===== config.mk =====
export PLATFORM = sky130hd
export DESIGN_NAME = rv32i_fetch_seq_flat
export DESIGN_NICKNAME = d
export VERILOG_FILES = /design/src/rtl/rv32i_fetch_seq_if.sv /design/src/rtl/rv32i_fetch_seq.sv /design/src/flat_wrapper.sv
export SDC_FILE = /design/constraint.sdc
export NUM_CORES = 1
export LEC_CHECK = 0
export CAP_MARGIN = 20
export CORE_MARGIN = 1.5
export CORE_UTILIZATION = 39
export CTS_BUF_LIST = sky130_fd_sc_hd__clkbuf_8
export CTS_CLUSTER_SIZE = 25
export DETAILED_ROUTE_END_ITERATION = 8
export PLACE_DENSITY = 0.79
export SLEW_MARGIN = 40
export SYNTH_ARGS = -nofsm -noshare
export SYNTH_HDL_FRONTEND = slang
export SYNTH_SLANG_ARGS = --single-unit

===== constraint.sdc =====
create_clock -name clk -period 2.4 [get_ports clk]
set_input_delay 0.72 -clock clk [delete_from_list [all_inputs] [get_ports clk]]
set_output_delay 0.72 -clock clk [all_outputs]
set_load 0.01 [all_outputs]

===== src/rtl/rv32i_fetch_seq_if.sv =====
// Instruction-memory fetch bus: a request is held with a stable address until the memory acks.
interface rv32i_fetch_seq_if;
    logic        imem_req;
    logic [31:0] imem_addr;
    logic        imem_ack;
    logic [31:0] imem_rdata;

    modport master (
        output imem_req,
        output imem_addr,
        input  imem_ack,
        input  imem_rdata
    );

    modport slave (
        input  imem_req,
        input  imem_addr,
        output imem_ack,
        output imem_rdata
    );
endinterface


===== src/rtl/rv32i_fetch_seq.sv =====
// Multi-cycle fetch/PC sequencer: fetches one instruction, waits for the core to finish it,
// then picks the next PC and counts the retirement. Misaligned targets and fetch timeouts trap.
module rv32i_fetch_seq #(
    parameter logic [31:0] RESET_PC = 32'h0000_0000,
    parameter int unsigned TIMEOUT  = 16
) (
    input  logic                      clk,
    input  logic                      rst_n,
    rv32i_fetch_seq_if.master         bus,
    output logic                      instr_valid,
    output logic [31:0]               instr,
    output logic [31:0]               pc_out,
    input  logic                      exec_done,
    input  logic                      br_taken,
    input  logic                      jal,
    input  logic                      jalr,
    input  logic [31:0]               br_target,
    input  logic [31:0]               jal_target,
    input  logic [31:0]               jalr_target,
    output logic                      misalign_err,
    output logic                      bus_err,
    output logic [31:0]               instret
);

    localparam int CNT_W = $clog2(TIMEOUT);
    localparam logic [CNT_W-1:0] CNT_LAST = CNT_W'(TIMEOUT - 1);

    typedef enum logic [1:0] {
        S_BOOT,
        S_REQ,
        S_EXEC,
        S_TRAP
    } state_t;

    state_t           state;
    state_t           state_next;
    logic [CNT_W-1:0] wait_cnt;
    logic [31:0]      instret_q;
    logic [31:0]      next_pc;
    logic             fetch_done;
    logic             timeout_hit;
    logic             retire;
    logic             misalign;

    assign bus.imem_req  = (state == S_REQ);
    assign bus.imem_addr = pc_out;
    assign instret       = instret_q;

    // Same priority as the core's PC mux; jal together with jalr is illegal and falls through.
    always_comb begin
        next_pc = pc_out + 32'd4;
        if (br_taken) begin
            next_pc = br_target;
        end else if (jal && !jalr) begin
            next_pc = jal_target;
        end else if (jalr && !jal) begin
            next_pc = jalr_target;
        end
    end

    always_comb begin
        state_next  = state;
        fetch_done  = 1'b0;
        timeout_hit = 1'b0;
        retire      = 1'b0;
        misalign    = 1'b0;
        case (state)
            S_BOOT: begin
                state_next = S_REQ;
            end
            S_REQ: begin
                // An ack arriving on the last allowed cycle still counts as a normal fetch.
                if (bus.imem_ack) begin
                    fetch_done = 1'b1;
                    state_next = S_EXEC;
                end else if (wait_cnt == CNT_LAST) begin
                    timeout_hit = 1'b1;
                    state_next  = S_TRAP;
                end
            end
            S_EXEC: begin
                if (exec_done) begin
                    if (next_pc[1:0] != 2'b00) begin
                        misalign   = 1'b1;
                        state_next = S_TRAP;
                    end else begin
                        retire     = 1'b1;
                        state_next = S_REQ;
                    end
                end
            end
            S_TRAP: begin
                state_next = S_TRAP;
            end
            default: begin
                state_next = S_TRAP;
            end
        endcase
    end

    always_ff @(posedge clk or negedge rst_n) begin
        if (!rst_n) begin
            state <= S_BOOT;
        end else begin
            state <= state_next;
        end
    end

    always_ff @(posedge clk or negedge rst_n) begin
        if (!rst_n) begin
            pc_out       <= RESET_PC;
            instr        <= 32'd0;
            instr_valid  <= 1'b0;
            misalign_err <= 1'b0;
            bus_err      <= 1'b0;
            instret_q    <= 32'd0;
            wait_cnt     <= '0;
        end else begin
            instr_valid <= fetch_done;
            wait_cnt    <= (state == S_REQ && !fetch_done && !timeout_hit)
                           ? wait_cnt + 1'b1 : '0;
            if (fetch_done) begin
                instr <= bus.imem_rdata;
            end
            if (retire) begin
                pc_out    <= next_pc;
                instret_q <= instret_q + 32'd1;
            end
            if (misalign) begin
                misalign_err <= 1'b1;
            end
            if (timeout_hit) begin
                bus_err <= 1'b1;
            end
        end
    end

endmodule

===== src/flat_wrapper.sv =====
// flat-port wrapper written by rule: the top's interface ports become plain ports
module rv32i_fetch_seq_flat 
#(
    parameter logic [31:0] RESET_PC = 32'h0000_0000,
    parameter int unsigned TIMEOUT  = 16
)
  (clk, rst_n, instr_valid, instr, pc_out, exec_done, br_taken, jal, jalr, br_target, jal_target, jalr_target, misalign_err, bus_err, instret, bus_imem_req, bus_imem_addr, bus_imem_ack, bus_imem_rdata);
  rv32i_fetch_seq_if bus_i ();
  input  logic clk;
  input  logic rst_n;
  output logic instr_valid;
  output logic [31:0] instr;
  output logic [31:0] pc_out;
  input  logic exec_done;
  input  logic br_taken;
  input  logic jal;
  input  logic jalr;
  input  logic [31:0] br_target;
  input  logic [31:0] jal_target;
  input  logic [31:0] jalr_target;
  output logic misalign_err;
  output logic bus_err;
  output logic [31:0] instret;
  output wire logic [$bits(bus_i.imem_req)-1:0] bus_imem_req;
  output wire logic [$bits(bus_i.imem_addr)-1:0] bus_imem_addr;
  input wire logic [$bits(bus_i.imem_ack)-1:0] bus_imem_ack;
  input wire logic [$bits(bus_i.imem_rdata)-1:0] bus_imem_rdata;
  assign bus_imem_req = bus_i.imem_req;
  assign bus_imem_addr = bus_i.imem_addr;
  assign bus_i.imem_ack = bus_imem_ack;
  assign bus_i.imem_rdata = bus_imem_rdata;
  rv32i_fetch_seq #(.RESET_PC(RESET_PC), .TIMEOUT(TIMEOUT)) u_core (.clk(clk), .rst_n(rst_n), .bus(bus_i), .instr_valid(instr_valid), .instr(instr), .pc_out(pc_out), .exec_done(exec_done), .br_taken(br_taken), .jal(jal), .jalr(jalr), .br_target(br_target), .jal_target(jal_target), .jalr_target(jalr_target), .misalign_err(misalign_err), .bus_err(bus_err), .instret(instret));
endmodule

==> results_dict.tcl <==
set metrics [dict create \
    cts_sinks 105 \
    worstPathCellList "clkdlybuf4s50_1, nor4b_4, buf_4, a2111oi_4, buf_4, nor3_2, buf_6, buf_12, nand4_1, xnor2_1" \
    synth-async-reset-ratio_pct 100 \
    cts_buffer_depth 2 \
    cp.required_ns 2.69 \
    avgSynthCellArea_um2 9.96 \
    finalMaxSlewViolations 0 \
    dieArea_mm2 0.0160 \
    antenna_found_initial 0 \
    core_mm2 0.0151 \
    cpMaxStageDelayCell "clkdlybuf4s50_1" \
    synth_nets 737 \
    utilization_pct 61.6 \
    r2r_setup_slack_ns 0.17 \
    critical_path.startpoint_type "input pin" \
    fmax_mhz 432 \
    synth_most_common_cell "dfrtp_1" \
    diodes 0 \
    worstPathMaxFanout 9 \
    dr_total_vias 5857 \
    netlist_area_mm2 0.00596 \
    min_period_ns 2.32 \
    drcViolationCount 0 \
    netlist_top_cells_count "dfrtp_1, nand2_1, nor2_1, mux2_2, buf_4" \
    rsz0062_at_grt "no" \
    ir_worst_vdd_v 0.000258 \
    synth_edf_count 0 \
    path_buf_inv 5 \
    grt_remaining_overflow 0 \
    grt_pass1_vias 5754 \
    crit_top_cell "buf_4" \
    synth_top_cell_by_area "dfrtp_1" \
    grt_use_total_pct 23.5 \
    max_cap_viol_count 0 \
    nFillCells 1242 \
    synth_top_flop_cell "dfrtp_1" \
    cts_buffers 9 \
    ys_warn_count 0 \
    portBuffers 266 \
    hp-class "input pin to asynchronous set/reset pin" \
    p_leak_nw 3.90 \
    ys_top_cells_by_area "dfrtp_1, mux2_2, xnor2_1" \
    synth_top_area_share_pct 44.1 \
    ios 267 \
    synthDistinctLibCells 69 \
    hold_violations 0 \
    start_util_pct 39.5 \
    grt_max_degree 41 \
    drive_gt1_share_pct 15.1 \
    crit_arrival_ns 2.60 \
    dp_hpwl_mm 14.5 \
    slowest_delay_ns 0.47 \
    worst_pin_slew_ns 0.624 \
    p_per_area_mw_per_mm2 501 \
    drt_pre_antenna_iters 5 \
    die_w_um 127 \
    worstSetupPathType "input pin to flip-flop" \
    p_total_mw 4.66 \
    end_kind "flip-flop" \
    drt_iter0_drc 407 \
    period_share_pct 96.5 \
    skew_ns 0.0137 \
    relSlewSlack_pct 58.0 \
    clk_latency_ns 0.39 \
    status "complete, no violations" \
    gp_congestion 0.905 \
    area_growth_pct 55.9 \
    ant_nets 0 \
    syn_inst 599 \
    via_per_inst 5.49 \
    die_h_um 127 \
    setup_viol_count_final 0 \
    path_delay_family "buffers and inverters" \
    grt_pass1_wl_mm 29.8 \
    postRouteWirelength_mm 18.9 \
    cts-root-buf "clkbuf_8" \
    clk_pin_slew_ns 0.10 \
    core.rowCount 45 \
    ctsHtreeMaxLevel 3 \
    wire_per_inst_um 17.7 \
    nets 1012 \
    cts_tree "yes" \
    ys_seq_elements 105 \
    ys_seq_area_share_pct 44.1 \
]
## what timing repair did
action                     4_1_cts  5_1_grt
setup buffers                    0        0
hold buffers                     0        0
setup endpoints to repair        0       34
resized for setup                0        7
hold endpoints to repair         0        0
## worst register-to-register path: stages (launching register included)
cell and delay (ns):
dfrtp_1 0.36, ha_1 0.18, and4_4 0.26, nand4_4 0.15, or4_4 0.56, o41a_1 0.36
o311ai_2 0.26
## area by class of cell
type | count | area (um2) | share of cell area (%)
Clock buffer | 9 | 124 | 1.33
Clock inverter | 7 | 60.1 | 0.646
Inverter | 10 | 37.5 | 0.404
Multi-Input combinational cell | 419 | 2960 | 31.8
Sequential cell | 105 | 2630 | 28.3
Tap cell | 188 | 235 | 2.53
Timing Repair Buffer | 329 | 3250 | 35.0
## stage by stage
stage / setup slack [ns] / hold WS, ns / area [um2] / instances / TNS (ns)
final: 0.0832 / 0.279 / 9300 / 1067 / 0
after global routing: 0.00270 / 0.288 / 9300 / 1067 / 0
after CTS: 0.0185 / 0.277 / 9270 / 1067 / 0
after detailed placement: -0.443 / 0.463 / 9080 / 1051 / -19.42
after global placement: -0.332 / 0.451 / 9080 / 1051 / -15.14
after floorplan: 0.0551 / 0.424 / 5980 / 599 / 0
## metal layers
metal | global-route usage, % | vias to the layer above | share of wire (%)
met5 | 0 | - | 0
met4 | 9.22 | 0 | 2.5
met3 | 3.12 | 28 | 5.7
met2 | 40.1 | 238 | 50
met1 | 30.4 | 2845 | 42
li1 | - | 2746 | -
## layout by cell type, fill, tap and decap left out, drive strengths merged, types with 4 or more instances in the layout
cell / count
clkdlybuf4s50: 262
a31oi: 5
o41ai: 6
nor4: 6
inv: 13
nor2b: 6
nand2: 48
a21oi: 17
nand4: 18
o31a: 4
nand2b: 9
nand3: 25
a221oi: 18
clkbuf: 9
a211oi: 9
nor3b: 4
o31ai: 10
buf: 65
nor2: 35
or4: 4
a32o: 4
nor3: 11
and4: 8
a22o: 7
dfrtp: 105
xnor2: 29
and2: 4
xor2: 11
mux2: 33
o21ai: 29
and3: 20
## report_power, final
group | switching, mW | leakage [nW] | internal (mW)
sequential | 0.143 | 1.37 | 1.94
combinational | 0.603 | 2.44 | 0.893
clock | 0.679 | 0.0901 | 0.397
total | 1.42 | 3.90 | 3.24
## flip-flops by register name, indices dropped and copies added, names as in the netlist
| name | flops |
|---|---|
| u_core.bus.imem_addr | 32 |
| u_core.instr | 32 |
| u_core.state | 2 |
| u_core.bus_err | 1 |
| u_core.instr_valid | 1 |
| u_core.misalign_err | 1 |
| u_core.instret | 32 |
| u_core.wait_cnt | 4 |
## logic make-up (layout without fill, tap and decap cells)
kind of cell             Yosys count  in the layout  share of synthesized area, %
AND/OR/NAND/NOR                  205            205                          18.7
adder cells (fa/ha/maj)            3              3                         0.630
buffers and inverters             75            355                          6.97
multiplexers                      34             34                          6.40
XOR/XNOR                          40             40                          5.87
flip-flops                       105            105                          44.1
AO/OA/AOI/OAI                    137            137                          17.4
## path summary, 6_finish.rpt
| kind | cells after the start | start | to |
|---|---|---|---|
| setup / recovery | 10 | jalr_target[1] | u_core.instret[21] |
| hold / removal | 1 | rst_n | u_core.instret[25] |
| setup reg to reg | 6 | u_core.bus.imem_addr[2] | u_core.bus.imem_addr[28] |
| hold reg to reg | 1 | u_core.wait_cnt[0] | u_core.wait_cnt[0] |
| max in group asynchronous | 2 | rst_n | u_core.bus.imem_addr[0] |
| min in group clk | 1 | u_core.wait_cnt[0] | u_core.wait_cnt[0] |
Power figures use the tool's default switching activity.
